File: config.mk
export PLATFORM = sky130hd
export DESIGN_NAME = rlbp_scan_ctrl_flat
export DESIGN_NICKNAME = d
export VERILOG_FILES = /design/src/rtl/rlbp_scan_ctrl_if.sv /design/src/rtl/rlbp_scan_ctrl.sv /design/src/flat_wrapper.sv
export SDC_FILE = /design/constraint.sdc
export NUM_CORES = 1
export LEC_CHECK = 0
export ABC_AREA = 1
export CAP_MARGIN = 5
export CORE_ASPECT_RATIO = 1.25
export CORE_MARGIN = 2
export CORE_UTILIZATION = 45
export DETAILED_ROUTE_END_ITERATION = 16
export PLACE_DENSITY = 0.68
export SLEW_MARGIN = 20
export SYNTH_ARGS = -nofsm -noshare
export SYNTH_HDL_FRONTEND = slang
export SYNTH_SLANG_ARGS = --single-unit
File: constraint.sdc
create_clock -name clk -period 7.8 [get_ports clk]
set_input_delay 1.56 -clock clk [delete_from_list [all_inputs] [get_ports clk]]
set_output_delay 1.56 -clock clk [all_outputs]
set_load 0.03 [all_outputs]
File: src/rtl/rlbp_scan_ctrl_if.sv
// Signal bundle for rlbp_scan_ctrl.
//   Control : enable, frame_req, n_frames[7:0], center_idx[3:0], settle_cyc[3:0]
//   Analog  : pd_sel_a[11:0], pd_sel_b[11:0] one-hot photodiode selects
//   Timing  : tim_start (to counter), tim_clr / cmp_valid / cmp (from counter)
//   FIFO    : fifo_pop, code_o[7:0], fifo_empty, fifo_full, fifo_cnt[2:0]
//   Status  : busy, frame_done, ovf, tmo, err_clr
// The scan controller connects through the slave modport; whatever drives it
// (control logic, timing counter, reader) uses the master modport.
interface rlbp_scan_ctrl_if;
  logic        enable;
  logic        frame_req;
  logic [7:0]  n_frames;
  logic [3:0]  center_idx;
  logic [3:0]  settle_cyc;
  logic [11:0] pd_sel_a;
  logic [11:0] pd_sel_b;
  logic        tim_start;
  logic        tim_clr;
  logic        cmp_valid;
  logic        cmp;
  logic        fifo_pop;
  logic [7:0]  code_o;
  logic        fifo_empty;
  logic        fifo_full;
  logic [2:0]  fifo_cnt;
  logic        busy;
  logic        frame_done;
  logic        ovf;
  logic        tmo;
  logic        err_clr;

  modport slave (
    input  enable, frame_req, n_frames, center_idx, settle_cyc,
    input  tim_clr, cmp_valid, cmp, fifo_pop, err_clr,
    output pd_sel_a, pd_sel_b, tim_start, code_o, fifo_empty, fifo_full, fifo_cnt,
    output busy, frame_done, ovf, tmo
  );

  modport master (
    output enable, frame_req, n_frames, center_idx, settle_cyc,
    output tim_clr, cmp_valid, cmp, fifo_pop, err_clr,
    input  pd_sel_a, pd_sel_b, tim_start, code_o, fifo_empty, fifo_full, fifo_cnt,
    input  busy, frame_done, ovf, tmo
  );
endinterface

File: src/rtl/rlbp_scan_ctrl.sv
// Ring-LBP scan controller. For each frame it runs eight comparator conversions,
// pairing the center photodiode with neighbours center+1..center+8 (mod 12),
// assembles the eight results MSB-first into a code and stores it in a 4-deep
// first-word-fall-through FIFO. Finite (n_frames>0) or continuous scans.
// Ports:
//   clk   : clock, all state on posedge
//   rst_n : synchronous active-low reset
//   bus   : rlbp_scan_ctrl_if.slave (control, photodiode selects, timing
//           counter handshake, FIFO read side, status flags)
module rlbp_scan_ctrl (
  input logic             clk,
  input logic             rst_n,
  rlbp_scan_ctrl_if.slave bus
);

  typedef enum logic [2:0] {StIdle, StSetup, StRun, StWaitClr, StPush} state_e;

  // Timeout fires on the edge where the count would reach 4095.
  localparam logic [11:0] WdogLast = 12'd4094;

  state_e      state_q, state_d;
  logic [2:0]  k_q, k_d;
  logic [7:0]  shift_q, shift_d;
  logic [7:0]  frame_q, frame_d;
  logic [11:0] wdog_q, wdog_d;
  logic [3:0]  settle_q, settle_d;
  logic        ovf_q, tmo_q;

  logic [7:0]  fifo_mem [4];
  logic [1:0]  wr_ptr_q, rd_ptr_q;
  logic [2:0]  cnt_q;

  logic [3:0]  ctr;
  logic [4:0]  nb_sum;
  logic [3:0]  nb_idx;
  logic [7:0]  frame_inc;
  logic        last_frame;
  logic        settle_done;
  logic        fifo_full, fifo_empty;
  logic        pop_en, push_en;
  logic        push_req, done, tmo_set, ovf_set, clr_seen;

  // Out-of-range center indices alias to photodiode 0.
  assign ctr    = (bus.center_idx > 4'd11) ? 4'd0 : bus.center_idx;
  assign nb_sum = {1'b0, ctr} + {2'b00, k_q} + 5'd1;
  assign nb_idx = (nb_sum >= 5'd12) ? 4'(nb_sum - 5'd12) : nb_sum[3:0];

  assign frame_inc   = (frame_q == 8'hFF) ? 8'hFF : frame_q + 8'd1;
  assign last_frame  = (bus.n_frames != 8'd0) && (frame_inc >= bus.n_frames);
  // settle_cyc=0 still spends one cycle in SETUP.
  assign settle_done = ({1'b0, settle_q} + 5'd1) >= {1'b0, bus.settle_cyc};

  assign fifo_full  = (cnt_q == 3'd4);
  assign fifo_empty = (cnt_q == 3'd0);
  assign pop_en     = bus.fifo_pop && !fifo_empty;
  // A pop on a full FIFO frees the slot for the same-cycle push.
  assign push_en    = push_req && (!fifo_full || pop_en);
  assign ovf_set    = push_req && fifo_full && !pop_en;

  always_comb begin
    state_d  = state_q;
    k_d      = k_q;
    shift_d  = shift_q;
    frame_d  = frame_q;
    wdog_d   = wdog_q;
    settle_d = settle_q;
    push_req = 1'b0;
    done     = 1'b0;
    tmo_set  = 1'b0;
    clr_seen = 1'b0;

    unique case (state_q)
      StIdle: begin
        wdog_d = '0;
        if (bus.frame_req && bus.enable) begin
          state_d  = StSetup;
          k_d      = '0;
          shift_d  = '0;
          frame_d  = '0;
          settle_d = '0;
        end
      end
      StSetup: begin
        settle_d = settle_q + 4'd1;
        if (settle_done) begin
          state_d = StRun;
          wdog_d  = '0;
        end
      end
      StRun, StWaitClr: begin
        wdog_d = wdog_q + 12'd1;
        // A tim_clr arriving with the sample in RUN counts as the clear.
        clr_seen = bus.tim_clr && ((state_q == StWaitClr) || bus.cmp_valid);
        if ((state_q == StRun) && bus.cmp_valid) begin
          shift_d = {shift_q[6:0], bus.cmp};
          state_d = StWaitClr;
        end
        if (clr_seen) begin
          settle_d = '0;
          if (k_q == 3'd7) begin
            state_d = StPush;
          end else begin
            k_d     = k_q + 3'd1;
            state_d = StSetup;
          end
        end
        if (wdog_q == WdogLast) begin
          state_d = StIdle;
          tmo_set = 1'b1;
        end
      end
      StPush: begin
        push_req = 1'b1;
        frame_d  = frame_inc;
        if (last_frame) begin
          done    = 1'b1;
          state_d = StIdle;
        end else begin
          state_d  = StSetup;
          k_d      = '0;
          shift_d  = '0;
          settle_d = '0;
        end
      end
      default: state_d = StIdle;
    endcase

    // Abort overrides everything: no push, no completion, no timeout.
    if (!bus.enable && (state_q != StIdle)) begin
      state_d  = StIdle;
      push_req = 1'b0;
      done     = 1'b0;
      tmo_set  = 1'b0;
    end
  end

  always_ff @(posedge clk) begin
    if (!rst_n) begin
      state_q  <= StIdle;
      k_q      <= '0;
      shift_q  <= '0;
      frame_q  <= '0;
      wdog_q   <= '0;
      settle_q <= '0;
      ovf_q    <= 1'b0;
      tmo_q    <= 1'b0;
      wr_ptr_q <= '0;
      rd_ptr_q <= '0;
      cnt_q    <= '0;
    end else begin
      state_q  <= state_d;
      k_q      <= k_d;
      shift_q  <= shift_d;
      frame_q  <= frame_d;
      wdog_q   <= wdog_d;
      settle_q <= settle_d;
      // Clear wins over a same-cycle set.
      ovf_q    <= bus.err_clr ? 1'b0 : (ovf_q | ovf_set);
      tmo_q    <= bus.err_clr ? 1'b0 : (tmo_q | tmo_set);
      if (push_en) wr_ptr_q <= wr_ptr_q + 2'd1;
      if (pop_en)  rd_ptr_q <= rd_ptr_q + 2'd1;
      unique case ({push_en, pop_en})
        2'b10:   cnt_q <= cnt_q + 3'd1;
        2'b01:   cnt_q <= cnt_q - 3'd1;
        default: cnt_q <= cnt_q;
      endcase
    end
  end

  // Storage needs no reset; code_o is masked while empty.
  always_ff @(posedge clk) begin
    if (push_en) fifo_mem[wr_ptr_q] <= shift_q;
  end

  assign bus.busy       = (state_q != StIdle);
  assign bus.tim_start  = (state_q == StRun) || (state_q == StWaitClr);
  assign bus.pd_sel_a   = bus.busy ? (12'd1 << ctr) : 12'd0;
  assign bus.pd_sel_b   = bus.busy ? (12'd1 << nb_idx) : 12'd0;
  assign bus.frame_done = done;
  assign bus.code_o     = fifo_empty ? 8'h00 : fifo_mem[rd_ptr_q];
  assign bus.fifo_empty = fifo_empty;
  assign bus.fifo_full  = fifo_full;
  assign bus.fifo_cnt   = cnt_q;
  assign bus.ovf        = ovf_q;
  assign bus.tmo        = tmo_q;

endmodule

File: src/flat_wrapper.sv
// flat-port wrapper written by rule: the top's interface ports become plain ports
module rlbp_scan_ctrl_flat 
  (clk, rst_n, bus_enable, bus_frame_req, bus_n_frames, bus_center_idx, bus_settle_cyc, bus_tim_clr, bus_cmp_valid, bus_cmp, bus_fifo_pop, bus_err_clr, bus_pd_sel_a, bus_pd_sel_b, bus_tim_start, bus_code_o, bus_fifo_empty, bus_fifo_full, bus_fifo_cnt, bus_busy, bus_frame_done, bus_ovf, bus_tmo);
  rlbp_scan_ctrl_if bus_i ();
  input logic clk;
  input logic rst_n;
  input wire logic [$bits(bus_i.enable)-1:0] bus_enable;
  input wire logic [$bits(bus_i.frame_req)-1:0] bus_frame_req;
  input wire logic [$bits(bus_i.n_frames)-1:0] bus_n_frames;
  input wire logic [$bits(bus_i.center_idx)-1:0] bus_center_idx;
  input wire logic [$bits(bus_i.settle_cyc)-1:0] bus_settle_cyc;
  input wire logic [$bits(bus_i.tim_clr)-1:0] bus_tim_clr;
  input wire logic [$bits(bus_i.cmp_valid)-1:0] bus_cmp_valid;
  input wire logic [$bits(bus_i.cmp)-1:0] bus_cmp;
  input wire logic [$bits(bus_i.fifo_pop)-1:0] bus_fifo_pop;
  input wire logic [$bits(bus_i.err_clr)-1:0] bus_err_clr;
  output wire logic [$bits(bus_i.pd_sel_a)-1:0] bus_pd_sel_a;
  output wire logic [$bits(bus_i.pd_sel_b)-1:0] bus_pd_sel_b;
  output wire logic [$bits(bus_i.tim_start)-1:0] bus_tim_start;
  output wire logic [$bits(bus_i.code_o)-1:0] bus_code_o;
  output wire logic [$bits(bus_i.fifo_empty)-1:0] bus_fifo_empty;
  output wire logic [$bits(bus_i.fifo_full)-1:0] bus_fifo_full;
  output wire logic [$bits(bus_i.fifo_cnt)-1:0] bus_fifo_cnt;
  output wire logic [$bits(bus_i.busy)-1:0] bus_busy;
  output wire logic [$bits(bus_i.frame_done)-1:0] bus_frame_done;
  output wire logic [$bits(bus_i.ovf)-1:0] bus_ovf;
  output wire logic [$bits(bus_i.tmo)-1:0] bus_tmo;
  assign bus_i.enable = bus_enable;
  assign bus_i.frame_req = bus_frame_req;
  assign bus_i.n_frames = bus_n_frames;
  assign bus_i.center_idx = bus_center_idx;
  assign bus_i.settle_cyc = bus_settle_cyc;
  assign bus_i.tim_clr = bus_tim_clr;
  assign bus_i.cmp_valid = bus_cmp_valid;
  assign bus_i.cmp = bus_cmp;
  assign bus_i.fifo_pop = bus_fifo_pop;
  assign bus_i.err_clr = bus_err_clr;
  assign bus_pd_sel_a = bus_i.pd_sel_a;
  assign bus_pd_sel_b = bus_i.pd_sel_b;
  assign bus_tim_start = bus_i.tim_start;
  assign bus_code_o = bus_i.code_o;
  assign bus_fifo_empty = bus_i.fifo_empty;
  assign bus_fifo_full = bus_i.fifo_full;
  assign bus_fifo_cnt = bus_i.fifo_cnt;
  assign bus_busy = bus_i.busy;
  assign bus_frame_done = bus_i.frame_done;
  assign bus_ovf = bus_i.ovf;
  assign bus_tmo = bus_i.tmo;
  rlbp_scan_ctrl u_core (.clk(clk), .rst_n(rst_n), .bus(bus_i));
endmodule
### After elaboration in Yosys (flattened, before gate mapping)

Memory sizes are Yosys's and may differ from the RTL's. A register that Yosys moved wholly into a read port is not among the register bits.
Cells that the tools add are included.

* register bits: 47
* bits in writable memories: 32
* input port bits: 25
* output and inout port bits: 42
* logic and storage cells: 127
* memories: 1

* $add $sub $neg: 12
* $lt $le $gt $ge: 4
* equality and inequality tests: 17
* shifts and indexed selects: 2
* muxes and demuxes: 43
* bitwise gates (word level): 3
* reductions and logical operators: 34

Memories
* u_core.fifo_mem: words 4, bits a word 8, read ports 1, clocked after memory_dff 1, write ports 1, RTL line rlbp_scan_ctrl.sv:29 `logic [7:0] fifo_mem [4];`

Operators with widths (count)
* $mux W8: 5
* $mux W12: 3
* $pmux W12 S3: 1
* $mux W3: 10
* $pmux W8 S3: 1
* $shl A1 B4 Y12 const A: 2
* $mux W4: 5
* $pmux W4 S4: 1
* $pmux W8 S2: 1
* $add A12 B1 Y12 const B: 1
* $eq A12 B12 Y1 const B: 1
* $pmux W3 S4: 1
* $mux W1: 11
* $eq A3 B3 Y1 const B: 3
* $logic_and A1 B1 Y1: 9
* $pmux W3 S3: 1
* $reduce_bool A3 Y1: 3
* $add A8 B1 Y8 const B: 1
* $eq A8 B8 Y1 const B: 1
* $ge A8 B8 Y1: 1
* $ne A2 B1 Y1 const B: 4
* $reduce_and A4 Y1: 2
* $reduce_bool A8 Y1: 1
* $add A3 B1 Y3 const B: 2
* 29 further kinds: 44

### Logic depth before layout (Yosys ltp)

Gate-level depths: netlist of the first run.

* depth in word-level cells: 8
* mapped depth: 22
* depth with buffers taken out: 21

### Worst setup path before layout of the first run

No wires, ideal clock.

* kind: input to output
* from: input bus_center_idx[0]
* to: output bus_pd_sel_b[1]
* arrival time: 4.013 ns
* required time: 6.240 ns
* slack: 2.227 ns
* cell stages on the path: 16
* buffers on the path: 0
* path through: inv_1 a21oi_1 inv_1 ha_1 fa_1 or2_1 nand2_1 inv_1 ha_1 nand2_1 inv_1 nor2_1 nand2_1 nand2_1 nand3_1 nor2_1

* longest elaborated chain between the ends: 8
* elaborated cells on any way between the ends: 9
* classes of those cells: 3 x add/sub; 2 x order compare; 1 x shift; 3 x mux

Ends and longest elaborated chain
* start: declaration: RTL line flat_wrapper.sv:10 `input wire logic [$bits(bus_i.center_idx)-1:0] bus_center_idx;`
* $gt A4 B4 Y1: RTL line rlbp_scan_ctrl.sv:44 `assign ctr = (bus.center_idx > 4'd11) ? 4'd0 : bus.center_idx;`
* $mux W4 (*): RTL line rlbp_scan_ctrl.sv:44
* $add A4 B3 Y5 (*): RTL line rlbp_scan_ctrl.sv:45 `assign nb_sum = {1'b0, ctr} + {2'b00, k_q} + 5'd1;`
* $add A5 B1 Y5 (*): RTL line rlbp_scan_ctrl.sv:45
* $sub A4 B4 Y4 or $ge A5 B4 Y1 (tied branches): RTL line rlbp_scan_ctrl.sv:46 `assign nb_idx = (nb_sum >= 5'd12) ? 4'(nb_sum - 5'd12) : nb_sum[3:0];`
* $mux W4 (*): RTL line rlbp_scan_ctrl.sv:46
* $shl A1 B4 Y12 (*): RTL line rlbp_scan_ctrl.sv:178 `assign bus.pd_sel_b = bus.busy ? (12'd1 << nb_idx) : 12'd0;`
* $mux W12 (*): RTL line rlbp_scan_ctrl.sv:178
* end: declaration: RTL line flat_wrapper.sv:18 `output wire logic [$bits(bus_i.pd_sel_b)-1:0] bus_pd_sel_b;`

Mark *: on every way between the ends. The rest lies on a longest branch, timed or not.

### Worst setup path in the final report of the first run

* from: input bus_center_idx[3]
* to: output bus_pd_sel_b[6]

Same word-level chain as after synthesis.

==> run summary, run 1 <==
status: finished, final reports clean
CP max FO: 8
Initial DRC Count: 190
fin. max-slew vios: 0
Final Routed Wirelength: 10200 um
RSZ-0062 raised after global routing: false
EDFF count, synth: 32
Inserted Clock Buffers: 9
WP data required: 6240 ps
period utilization: 86.7%
Final Hold Fails: 0
routed via count: 4141
Clock power frac: 33.7%
ranking of synthesized cells by area: dfxtp_1 21%, edfxtp_1 21%, nand2_1 9.9%, nor2_1 9.0%, ha_1 7.3%
Starting Density: 46.1%
dominant synthesized flop cell: dfxtp_1
clk slew on worst S/H paths: 60 ps
dpl cell area: 5400 sq um
port bufs: 66
layout cells sized above 1: 5.87%
diode count: 0
post-cts resize count: 0
Vias per Instance: 5.00
fin nets: 748
Int Pwr: 0.000885 W
GRT Total Usage: 18.9%
fin area: 5720 sq um
Syn Nets: 684
maximum VDD drop: 0.000175 V
DR WL/cell: 12.3 um
Sw Share: 33.8%
dpl hpwl: 7520 um
die area: 11100 sq um
setup TNS: 0 ps
number of setup buffers added after CTS: 0
vias in the first global route: 3924
Mapped Area: 4640 sq um
grt peak-use layer: met2
Psw: 0.000452 W
P&R area growth vs syn: 23.2%
Synth top area share: 21.1%
type of the worst setup path: primary input to primary output
Commonest cells post-synth: 122 x nand2_1, 111 x nor2_1, 82 x inv_1, 58 x a21oi_1, 49 x dfxtp_1
1st-pass router iterations: 4
Final setup viols: 0
total grt overflow: 0
Root Driver: clkbuf_16
Synthesis Warnings: 0
PD cells: 234 nW/um^2
row cnt: 41
Synth Instances: 630
top-count cell post-synth: nand2_1
Vert. Die Dim: 118 um
Antenna Nets Post-Route: 0
crit path DAT: 5210 ps
Final GP Congestion: 0.840
Avg Cell Area, Syn: 7.36 sq um
worst-margin pin slew: 869 ps
CTS tree: done
FF+latch count, synth: 81
Distinct cells, synth: 39
DRC: 0
leak pwr: 2.31 nW
first-pass GRT wire length: 17100 um
GRT met1 Usage: 22.4%
Hold Buf Count CTS: 0
pin count of the biggest net entering global routing: 28
fmax: 0.148 GHz
post-layout min period: 6770 ps
largest area contributor in the netlist: dfxtp_1
maximum clock path buffer count: 2
Global Route met2 Usage: 33.6%
core area: 10100 sq um
Hold Crit Class: register to register
combinational share of power: 29.2%
CP endpoint kind: primary output
Worst-Skew Late Latency: 330 ps
Synth async-reset ratio: 0%
Clock Skew: 6.62 ps
met3 usage: 3.39%
relative slew slack: 41.9%
Critical Path Source Type: primary input
clock sinks: 81
sequential fraction of the synthesis area: 41.9%
H-tree depth: 3
initial antenna violation count: 0
die width: 94.8 um
Top Ports: 67
MaxCap Viol Count: 0
Reg power frac: 37.1%
power by group through the flow:
| stage | clock network (W) | registers, W | logic, W |
|---|---|---|---|
| after floorplan | 0 | 0.000497 | 0.000288 |
| after global placement | 0 | 0.000504 | 0.000376 |
| after detailed placement | 0 | 0.000506 | 0.000388 |
| after CTS | 0.000460 | 0.000497 | 0.000390 |
| after global routing | 0.000480 | 0.000501 | 0.000437 |
| final | 0.000450 | 0.000496 | 0.000390 |
cell type report:
class	instances	area (sq um)
fill	934	4340
tap	129	161
inverter	90	338
multi-input combinational	446	2290
clock inverter	6	91.3
clock buffer	10	229
timing repair buffer	66	661
sequential	81	1940
registers in the layout (all words and copies together) (netlist names), named ones only:
name                 flops
u_core.k_q               3
u_core.settle_q          4
u_core.bus.tmo           1
u_core.wdog_q           12
u_core.fifo_mem         32
u_core.state_q           3
u_core.rd_ptr_q          2
u_core.bus.ovf           1
u_core.bus.fifo_cnt      3
u_core.shift_q           8
u_core.wr_ptr_q          2
u_core.frame_q           8
final timing paths:
check                    start                 to  slack (ps)  cells past startpoint
min             u_core.bus.tmo     u_core.bus.tmo         470                      2
max          bus_center_idx[3]    bus_pd_sel_b[6]        1030                     17
max reg2reg  u_core.frame_q[0]  u_core.shift_q[6]        5060                     21
min reg2reg     u_core.bus.tmo     u_core.bus.tmo         470                      2
critical path, stage by stage:
cell and delay, ps:
clkdlybuf4s50_1 460, a21oi_1 260, inv_1 90, ha_1 210
fa_1 390, or2_1 250, nand2_1 100, inv_1 80
ha_1 180, nand2_1 60, inv_1 40, nor2_1 220
nand2_1 120, nand2_1 80, nand3_1 220, nor2_1 180
clkdlybuf4s50_1 690
stage by stage:
stage	utilization, %	setup WS [ps]	std cells	hold WS (ps)	power (W)
global placement	53.7	1290	812	453	0.000881
finish	56.9	1030	828	466	0.00134
detailed placement	53.7	1080	812	462	0.000894
CTS	56.9	1070	828	473	0.00135
global route	56.9	702	828	491	0.00142
floorplan	-	2230	630	436	0.000785
cells in the final DEF, fill, tap and decap left out, drive strengths merged, types with 2 or more instances in the layout:
cell / n
nand3b: 3
nand4: 4
xor2: 4
nor2: 113
dfxtp: 49
nor3: 9
a31oi: 2
a21oi: 58
clkbuf: 10
ha: 27
nand3: 42
o21ai: 39
edfxtp: 32
or2: 7
inv: 90
fa: 2
nor4: 2
nand2: 128
clkdlybuf4s50: 66
clkinv: 4
bufinv: 2
logic make-up (layout without fill, tap and decap cells):
| logic type | Yosys count | in the layout | synth area share [%] |
|---|---|---|---|
| and+or+nand+nor | 309 | 309 | 28.5 |
| AOI/OAI and AO/OA | 103 | 103 | 11.9 |
| buffers and inverters | 103 | 172 | 8.68 |
| DFF | 81 | 81 | 41.9 |
| adders and majority gates | 29 | 29 | 8.14 |
| xor gates and xnor gates | 5 | 5 | 0.944 |
metal layers:
| layer | vias to the layer above | wire [um] |
|---|---|---|
| met3 | 16 | 361 |
| met2 | 87 | 5230 |
| li1 | 2171 | - |
| met4 | 0 | 170 |
| met5 | - | 0 |
| met1 | 1867 | 4450 |
(Power assumes the default switching activity.)
==> inputs of run 2 (changes only) <==
--- a/config.mk
+++ b/config.mk
@@ -10,6 +10,7 @@
 export CORE_ASPECT_RATIO = 1.25
 export CORE_MARGIN = 2
 export CORE_UTILIZATION = 45
+export CTS_CLUSTER_SIZE = 25
 export DETAILED_ROUTE_END_ITERATION = 16
 export PLACE_DENSITY = 0.68
 export SLEW_MARGIN = 20
==> results of run 2 <==
The final DEF is identical to that of run 1; final timing and power are the same.
